[src/rtl/mat_operand_fetch.sv]
// Operand fetch stage for the matrix multiplier: turns (row, col) requests into
// linear word addresses for two synchronous-read memories and realigns the returned data.
module mat_operand_fetch #(
    parameter int I_WIDTH        = 16,
    parameter int F_WIDTH        = 16,
    parameter int SPECTRAL_BANDS = 103,
    parameter int ADDR_WIDTH     = 14,
    parameter int READ_LATENCY   = 2
) (
    input  logic                                 clk,
    input  logic                                 rst,
    input  logic                                 start,
    input  logic [ADDR_WIDTH-1:0]                mat1_base,
    input  logic [ADDR_WIDTH-1:0]                mat2_base,
    input  logic [$clog2(SPECTRAL_BANDS):0]      mat1_stride,
    input  logic [$clog2(SPECTRAL_BANDS):0]      mat2_stride,
    input  logic                                 mat2_transpose,
    input  logic                                 rd_addr_valid,
    input  logic [$clog2(SPECTRAL_BANDS)-1:0]    mat1_row,
    input  logic [$clog2(SPECTRAL_BANDS)-1:0]    mat1_col,
    input  logic [$clog2(SPECTRAL_BANDS)-1:0]    mat2_row,
    input  logic [$clog2(SPECTRAL_BANDS)-1:0]    mat2_col,
    output logic                                 mem1_en,
    output logic                                 mem2_en,
    output logic [ADDR_WIDTH-1:0]                mem1_addr,
    output logic [ADDR_WIDTH-1:0]                mem2_addr,
    input  logic [I_WIDTH+F_WIDTH-1:0]           mem1_rdata,
    input  logic [I_WIDTH+F_WIDTH-1:0]           mem2_rdata,
    output logic [I_WIDTH+F_WIDTH-1:0]           mat1,
    output logic [I_WIDTH+F_WIDTH-1:0]           mat2,
    output logic                                 mat1_valid,
    output logic                                 mat2_valid,
    output logic                                 busy,
    output logic                                 addr_overflow
);
    localparam int DATA_W = I_WIDTH + F_WIDTH;
    localparam int DIM_W  = $clog2(SPECTRAL_BANDS);
    // Wide enough for base + (max index * max stride) + max index without wrap.
    localparam int SUM_W  = ADDR_WIDTH + 2 * DIM_W + 2;

    logic [ADDR_WIDTH-1:0]   base1_reg, base2_reg;
    logic [DIM_W:0]          stride1_reg, stride2_reg;
    logic                    transpose_reg;

    logic                    mem_en_reg;
    logic [ADDR_WIDTH-1:0]   mem1_addr_reg, mem2_addr_reg;
    logic [READ_LATENCY-1:0] pipe_reg, pipe_next;
    logic [DATA_W-1:0]       mat1_reg, mat2_reg;
    logic                    valid_reg;
    logic                    overflow_reg;

    logic                    inflight, accept;
    logic [ADDR_WIDTH-1:0]   base1_eff, base2_eff;
    logic [DIM_W:0]          stride1_eff, stride2_eff;
    logic                    transpose_eff;
    logic [DIM_W-1:0]        mat2_major, mat2_minor;
    logic [SUM_W-1:0]        addr1_full, addr2_full;
    logic                    overflow_now;

    assign inflight = mem_en_reg | (|pipe_reg) | valid_reg;
    assign accept   = start & ~inflight;

    // A request arriving together with an accepted start uses the new configuration.
    always_comb begin
        base1_eff     = accept ? mat1_base      : base1_reg;
        base2_eff     = accept ? mat2_base      : base2_reg;
        stride1_eff   = accept ? mat1_stride    : stride1_reg;
        stride2_eff   = accept ? mat2_stride    : stride2_reg;
        transpose_eff = accept ? mat2_transpose : transpose_reg;
    end

    always_comb begin
        mat2_major   = transpose_eff ? mat2_col : mat2_row;
        mat2_minor   = transpose_eff ? mat2_row : mat2_col;
        addr1_full   = SUM_W'(base1_eff) + SUM_W'(mat1_row) * SUM_W'(stride1_eff)
                     + SUM_W'(mat1_col);
        addr2_full   = SUM_W'(base2_eff) + SUM_W'(mat2_major) * SUM_W'(stride2_eff)
                     + SUM_W'(mat2_minor);
        overflow_now = (|addr1_full[SUM_W-1:ADDR_WIDTH]) | (|addr2_full[SUM_W-1:ADDR_WIDTH]);
    end

    generate
        if (READ_LATENCY == 1) begin : g_pipe_one
            assign pipe_next = mem_en_reg;
        end else begin : g_pipe_many
            assign pipe_next = {pipe_reg[READ_LATENCY-2:0], mem_en_reg};
        end
    endgenerate

    always_ff @(posedge clk) begin
        if (rst) begin
            base1_reg     <= '0;
            base2_reg     <= '0;
            stride1_reg   <= '0;
            stride2_reg   <= '0;
            transpose_reg <= 1'b0;
            mem_en_reg    <= 1'b0;
            mem1_addr_reg <= '0;
            mem2_addr_reg <= '0;
            pipe_reg      <= '0;
            mat1_reg      <= '0;
            mat2_reg      <= '0;
            valid_reg     <= 1'b0;
            overflow_reg  <= 1'b0;
        end else begin
            if (accept) begin
                base1_reg     <= mat1_base;
                base2_reg     <= mat2_base;
                stride1_reg   <= mat1_stride;
                stride2_reg   <= mat2_stride;
                transpose_reg <= mat2_transpose;
            end
            mem_en_reg <= rd_addr_valid;
            if (rd_addr_valid) begin
                mem1_addr_reg <= addr1_full[ADDR_WIDTH-1:0];
                mem2_addr_reg <= addr2_full[ADDR_WIDTH-1:0];
            end
            // An overflow in the bypassed request wins over the clear from start.
            if (rd_addr_valid && overflow_now) begin
                overflow_reg <= 1'b1;
            end else if (accept) begin
                overflow_reg <= 1'b0;
            end
            pipe_reg  <= pipe_next;
            valid_reg <= pipe_reg[READ_LATENCY-1];
            if (pipe_reg[READ_LATENCY-1]) begin
                mat1_reg <= mem1_rdata;
                mat2_reg <= mem2_rdata;
            end
        end
    end

    assign mem1_en       = mem_en_reg;
    assign mem2_en       = mem_en_reg;
    assign mem1_addr     = mem1_addr_reg;
    assign mem2_addr     = mem2_addr_reg;
    assign mat1          = mat1_reg;
    assign mat2          = mat2_reg;
    assign mat1_valid    = valid_reg;
    assign mat2_valid    = valid_reg;
    assign addr_overflow = overflow_reg;
    assign busy          = rd_addr_valid | inflight;
endmodule

[config.mk]
export PLATFORM = sky130hd
export DESIGN_NAME = mat_operand_fetch
export DESIGN_NICKNAME = d
export VERILOG_FILES = /design/src/rtl/mat_operand_fetch.sv
export SDC_FILE = /design/constraint.sdc
export NUM_CORES = 1
export LEC_CHECK = 0
export ABC_AREA = 1
export BUFFER_PORTS_ARGS = -buffer_cell sky130_fd_sc_hd__buf_2
export CAP_MARGIN = 20
export CORE_MARGIN = 4
export CORE_UTILIZATION = 55
export DETAILED_ROUTE_END_ITERATION = 7
export PLACE_DENSITY = 0.81
export SYNTH_ARGS = -nofsm -noshare
export SYNTH_HDL_FRONTEND = slang
export SYNTH_SLANG_ARGS = --single-unit
export TNS_END_PERCENT = 10
[constraint.sdc]
create_clock -name clk -period 6 [get_ports clk]
set_input_delay 1.2 -clock clk [delete_from_list [all_inputs] [get_ports clk]]
set_output_delay 1.2 -clock clk [all_outputs]
set_load 0.02 [all_outputs]
==> results of run 1 <==
## Yosys cell counts (2+ instances only)
master	n
mux2i_1	12
o21ai_1	9
dfxtp_1	142
buf_1	5
or2_2	26
and2_1	2
o21bai_1	2
buf_2	7
inv_1	275
nor2_1	297
nor2_2	2
a21boi_0	2
o21ai_2	7
nand4_1	4
inv_2	8
clkbuf_1	30
or2_1	4
o21ai_0	92
o211ai_1	5
buf_4	6
xnor2_1	4
fa_1	100
nand3_1	24
a21oi_1	47
ha_1	66
nand2_1	149
xor2_1	8
a211oi_1	19
## power by group through the flow
stage | Combinational, µW | Sequential [µW] | Clock [µW]
4_1_cts | 2390 | 1100 | 1150
3_5_place_dp | 2360 | 1120 | 0
5_1_grt | 2750 | 1100 | 1180
6_report | 2390 | 1100 | 1130
2_1_floorplan | 1650 | 1210 | 0
3_3_place_gp | 2300 | 1110 | 0
## critical path: cells and delay by family
kind                     cells  cell delay (ps)
AO/OA/AOI/OAI                3              650
buffers and inverters        5              390
adder cells (fa/ha/maj)      5             2250
AND/OR/NAND/NOR              8             1410
## routing by layer
layer	up-vias	track usage (%)
met4	0	7.76
met1	4267	32.9
li1	4589	-
met5	-	0
met2	324	45.7
met3	42	4.73
## area by class of cell
class	instances	area, µm²	area share, %
well taps	229	287	2.32
inverters	284	1070	8.62
flip-flops and latches	142	2840	23.0
multi-input cells	885	6140	49.7
clock inverters	13	179	1.45
repair buffers	261	1400	11.3
clock buffers	19	443	3.58
## kinds of logic (layout without fill, tap and decap cells)
family | count (synthesis) | count (layout) | share of synthesized area (%)
flops | 142 | 142 | 27.7
simple gates | 509 | 509 | 20.0
xor+xnor | 12 | 12 | 1.02
mux | 13 | 13 | 1.30
compound gates | 185 | 185 | 10.0
buf+inv | 332 | 577 | 12.4
fa+ha+maj | 166 | 166 | 27.6
## how the worst max path moves through the flow
| stage | start | to | slack, ps | cells after the start |
|---|---|---|---|---|
| finish | start | mem1_addr[12]$_SDFFE_PP0P_ | 430 | 21 |
| detailed placement | start | mem1_addr[12]$_SDFFE_PP0P_ | 20 | 21 |
| CTS | start | mem1_addr[12]$_SDFFE_PP0P_ | 440 | 21 |
| global placement | start | mem1_addr[12]$_SDFFE_PP0P_ | 110 | 21 |
| global route | start | mem1_addr[11]$_SDFFE_PP0P_ | 70 | 25 |
| floorplan | start | mem1_addr[11]$_SDFFE_PP0P_ | 600 | 25 |
## stage by stage
stage	total power, µW	hold slack (ps)	worst slack, ps	std cells	util [%]
6_report	4620	434	427	1833	68.1
3_5_place_dp	3480	423	18.5	1800	64.6
5_1_grt	5030	463	67.5	1833	68.1
3_3_place_gp	3410	411	105	1800	64.6
2_1_floorplan	2860	415	597	1359	-
4_1_cts	4640	434	436	1832	68.0
==> impl_metrics.ini, run 1 <==
[power_and_ir_drop]
p_leak_uw = 0.00704
p_clk_share_pct = 24.5
intPower_uw = 2640
seqPwrFrac_pct = 23.7
swShare_pct = 42.8
comb_power_share_pct = 51.7
p_sw_uw = 1980
worst_ir_drop_vdd_v = 0.000213
p_per_area_nw_per_um2 = 374

[critical_path]
r2r_slack_ps = 750
slowest_stage = fa_1
crit_fanout = 10
critPathMaxStageDelay_ps = 560
crit_path_end_kind = flop
cp-start-kind = input pin
r2r_end = mem1_addr[12]$_SDFFE_PP0P_
path_cells = buf_2 -> nand3_4 -> inv_2 -> or2_2 -> o21ai_1 -> nor2_1 -> fa_1 -> fa_1 -> inv_1 -> fa_1 -> fa_1 -> inv_1 -> ha_1 -> or2_2 -> and2_1 -> a21oi_1 -> nor2_1 -> o21bai_1 -> nand3_1 -> nand2_1 -> inv_1
cp.arrival_ps = 5890
critical_path_class = input pin to flop
rr_worst_depth = 22
crit_required_ps = 6320
r2r_start = mem1_en$_SDFF_PP0_
crit_top_cell = fa_1

[yosys]
synth_ff_type = dfxtp_1
synth.top_cells.by_area = dfxtp_1 28%, fa_1 20%, nor2_1 11%, inv_1 10%, ha_1 8.0%
synth_top_area_cell = dfxtp_1
ys_warn_count = 0
synth-seq-cells = 142
synth_edf_count = 0
syn_inst = 1359
avgSynthCellArea_um2 = 7.55
yosysTopAreaCellShare_pct = 27.7
ys_seq_area_share_pct = 27.7
synth_cell_types = 33
syn_area_um2 = 10300
synth_fp_nets = 1666
async_flop_share_pct = 0

[route]
wl_met2_um = 13300
via_per_inst = 5.03
routed_wl_um = 27400
top_layer_used = met4
ant_nets = 0
wl_per_cell_um = 14.9
wl_met1_um = 11400
num_vias = 9222
drtIter0Drc = 350
drc = 0
wl_met3_um = 2080
drtPass1Iterations = 5

[clock_network]
cts_sinks = 142
clk_pin_slew_ps = 60
clock_path_buffers = 2
clockRootBuffer = clkbuf_16
clk_latency_ps = 420
cts_max_level = 4
cts_resized = 0
cts_tree = built
post_cts_buffers = 0
cts_hold_buffers = 0
numCtsBuffers = 17

[sta]
final.min_clock_period_ps = 5570
tns_ps = 0
hold_violations = 0
drv_slew = 0
worst_pin_slew_ps = 1060
setup_viol = 0
slew-limit-headroom_pct = 29.2
fin_crit_sh_pct = 92.9
finClkSkew_ps = 7.28
rsz0062_at_grt = no
fmax_mhz = 179

[min_path]
worstHoldEndpoint = pipe_reg[1]$_SDFF_PP0_
hold_class = flop to flop
min_from = pipe_reg[0]$_SDFF_PP0_
min_path_cells = 2

[final_layout]
antennaDiodeCount = 0
fillers = 1536
syn2layout_area_growth_pct = 20.5
fin_nets = 1898
layout-drive-gt1-share_pct = 21.2
layout_commonest_cell = nor2_1
layout_common_cells = 297 x nor2_1, 274 x inv_1, 238 x buf_2
final_area_um2 = 12400

[floorplan]
ios = 239
die_w_um = 145
std_cell_rows = 49
die_y_um = 145
core_um2 = 18100
die_area_um2 = 20900
initial_utilization_pct = 56.6

[global_routing]
antenna_found_initial = 1
grt_max_degree = 83
first_global_vias = 9061
grt-ovfl-total = 0
gr-usage-all-layers_pct = 26.1
grt_pass1_wl_um = 43100

[placed_design]
io_buffers = 238
placed_area_um2 = 11700
dpl.hpwl_um = 21700
place.gp.congestion = 0.998

[job]
max-cap-violations = 0

[outcome]
status = finished, final reports clean
Note: power is estimated with default switching activity, not from simulation.
==> run 2: changes to the inputs <==
--- a/config.mk
+++ b/config.mk
@@ -5,13 +5,13 @@
 export SDC_FILE = /design/constraint.sdc
 export NUM_CORES = 1
 export LEC_CHECK = 0
-export ABC_AREA = 1
+export ABC_AREA = 0
 export BUFFER_PORTS_ARGS = -buffer_cell sky130_fd_sc_hd__buf_2
 export CAP_MARGIN = 20
 export CORE_MARGIN = 4
 export CORE_UTILIZATION = 55
 export DETAILED_ROUTE_END_ITERATION = 7
-export PLACE_DENSITY = 0.81
+export PLACE_DENSITY = 0.82
 export SYNTH_ARGS = -nofsm -noshare
 export SYNTH_HDL_FRONTEND = slang
 export SYNTH_SLANG_ARGS = --single-unit
==> run 2 against run 1 <==
  * Die area is 3.6% lower
  * Non-clock buffer count increased by 59
  * Highest routed layer unchanged
  * Routed wire length down 9.5%
  * First-iteration DRC count down 6.6%
  * Critical path type unchanged
==> impl_metrics.ini, run 2 <==
[outcome]
status = finished, final reports clean

[global_routing]
gr-usage-all-layers_pct = 24.7
grt-ovfl-total = 0
grt_pass1_wl_um = 40100
grt_max_degree = 96
antenna_found_initial = 1
first_global_vias = 8458

[floorplan]
std_cell_rows = 48
die_w_um = 142
initial_utilization_pct = 56.7
core_um2 = 17400
die_area_um2 = 20200
ios = 239
die_y_um = 142

[placed_design]
io_buffers = 238
dpl.hpwl_um = 19400
placed_cells = 1525
place.gp.congestion = 0.937

[power_and_ir_drop]
p_leak_uw = 0.00638
worst_ir_drop_vdd_v = 0.000285
p_per_area_nw_per_um2 = 343

[route]
drtPass1Iterations = 5
drtIter0Drc = 327
drc = 0
wl_per_cell_um = 15.9
ant_nets = 0
via_per_inst = 5.25
num_vias = 8183
routed_wl_um = 24800

[yosys]
ys_seq_area_share_pct = 28.8
synthMuxAreaShare_pct = 14.4
synth_xor_area_share_pct = 0.976
synth_top_family_by_area = adder cells
avgSynthCellArea_um2 = 9.71
synth_fa_ha_area_share_pct = 28.6
synth_simple_gate_area_share_pct = 14.4
ys_warn_count = 0
synth_edf_count = 0
synth.top_cells.by_area = dfxtp_1 29%, fa_1 20%, mux2i_1 11%, ha_1 8.4%, nor2_1 6.1%
synth_fp_nets = 1324
syn_area_um2 = 9870
yosysTopAreaCellShare_pct = 28.8
synth_most_common_cell = nor2_1
syn_inst = 1017
async_flop_share_pct = 0
synth_cell_types = 51
synth_top_area_cell = dfxtp_1
synth-compound-area-share_pct = 5.63
synth-seq-cells = 142
synth_ff_type = dfxtp_1
synthTopCellsByCount = 161 x nor2_1, 145 x inv_1, 142 x dfxtp_1

[clock_network]
clock_path_buffers = 2
cts_hold_buffers = 0
cts_max_level = 4
clk_pin_slew_ps = 60
clockRootBuffer = clkbuf_16
cts_tree = built
clk_latency_ps = 430
numCtsBuffers = 17
cts_sinks = 142

[critical_path]
crit_path_end_kind = flop
crit_required_ps = 6320
critical_path_class = input pin to flop
cp.arrival_ps = 6110
cp-start-kind = input pin
crit_fanout = 8

[final_layout]
fin_nets = 1628
syn2layout_area_growth_pct = 26.3
layout-drive-gt1-share_pct = 29.3
layout_common_cells = 237 x buf_2, 161 x nor2_1, 145 x inv_1
layout_commonest_cell = buf_2
finalNonFillerCells = 1560
fillers = 1305

[sta]
drv_slew = 0
slew-limit-headroom_pct = 30.3
worst_pin_slew_ps = 1050
hold_violations = 0
whs_ps = 464
setup_viol = 0
finClkSkew_ps = 11.8
fin_crit_sh_pct = 96.5
tns_ps = 0
fmax_mhz = 173
final.min_clock_period_ps = 5790

[job]
max-cap-violations = 0

[min_path]
hold_class = flop to flop
## run 2: kinds of logic (layout without fill, tap and decap cells)
| logic type | count (synthesis) | in the layout |
|---|---|---|
| multiplexers | 138 | 138 |
| buffers and inverters | 181 | 498 |
| adder cells (fa/ha/maj) | 166 | 166 |
| AO/OA/AOI/OAI | 79 | 79 |
| flip-flops | 142 | 142 |
| AND/OR/NAND/NOR | 300 | 300 |
| other | 0 | 1 |
| XOR/XNOR | 11 | 11 |
## run 2: report_power, final
part / internal [µW] / switching, µW
logic: 999 / 1180
registers: 1030 / 39.1
clock network: 564 / 476
## run 2: per-layer routing
| metal | track usage, % | share of wire [%] | vias to the layer above |
|---|---|---|---|
| li1 | - | - | 3889 |
| met1 | 29.8 | 39 | 3972 |
| met2 | 44.2 | 51 | 266 |
| met3 | 4.03 | 5.7 | 56 |
| met4 | 9.44 | 3.4 | 0 |
| met5 | 0 | 0 | - |
## run 2: final timing paths
| check | from | to | slack, ps | cells past startpoint |
|---|---|---|---|---|
| setup / recovery | start | addr_overflow$_SDFFE_PP0P_ | 210 | 22 |
| hold / removal | mem2_addr[13]$_SDFFE_PP0P_ | mem2_addr[13]$_SDFFE_PP0P_ | 460 | 2 |
| setup reg to reg | pipe_reg[1]$_SDFF_PP0_ | addr_overflow$_SDFFE_PP0P_ | 300 | 25 |
| hold reg to reg | mem2_addr[13]$_SDFFE_PP0P_ | mem2_addr[13]$_SDFFE_PP0P_ | 460 | 2 |
## run 2: worst max-delay path: stages
cell and delay [ps]:
buf_2 100, nand2_2 80, mux2i_4 270, buf_12 150, buf_6 100, buf_4 110, mux2i_1 200, buf_4 180
nor2_1 60, fa_1 510, fa_1 430, fa_1 510, inv_1 50, fa_1 470, inv_1 40, ha_1 290
a2111oi_2 360, o21ai_1 160, a41oi_2 270, mux2i_1 220, a311oi_1 100, a211o_1 240
## run 2: layout make-up
type,count,area [µm²],share of cell area (%)
Clock buffer,18,439,3.52
Antenna cell,1,2.50,0.0201
Multi-Input combinational cell,694,6370,51.1
Inverter,146,548,4.39
Timing Repair Buffer,320,1850,14.8
Tap cell,225,282,2.26
Sequential cell,142,2850,22.8
Clock inverter,14,136,1.09
## run 2: stage by stage
| stage | setup slack, ps | area (µm²) | util, % | total power, µW |
|---|---|---|---|---|
| 2_1_floorplan | 4.83 | 9880 | - | 2460 |
| 3_3_place_gp | -147 | 11800 | 67.9 | 3120 |
| 3_5_place_dp | -264 | 11800 | 67.9 | 3180 |
| 4_1_cts | 68.9 | 12400 | 71.2 | 4260 |
| 5_1_grt | -39.1 | 12500 | 71.6 | 4630 |
| 6_report | 209 | 12500 | 71.6 | 4280 |
## run 2: repair_timing
item | CTS | global route
setup endpoints to repair | 0 | 3
resized for setup | 0 | 12
buffers inserted | 0 | 2
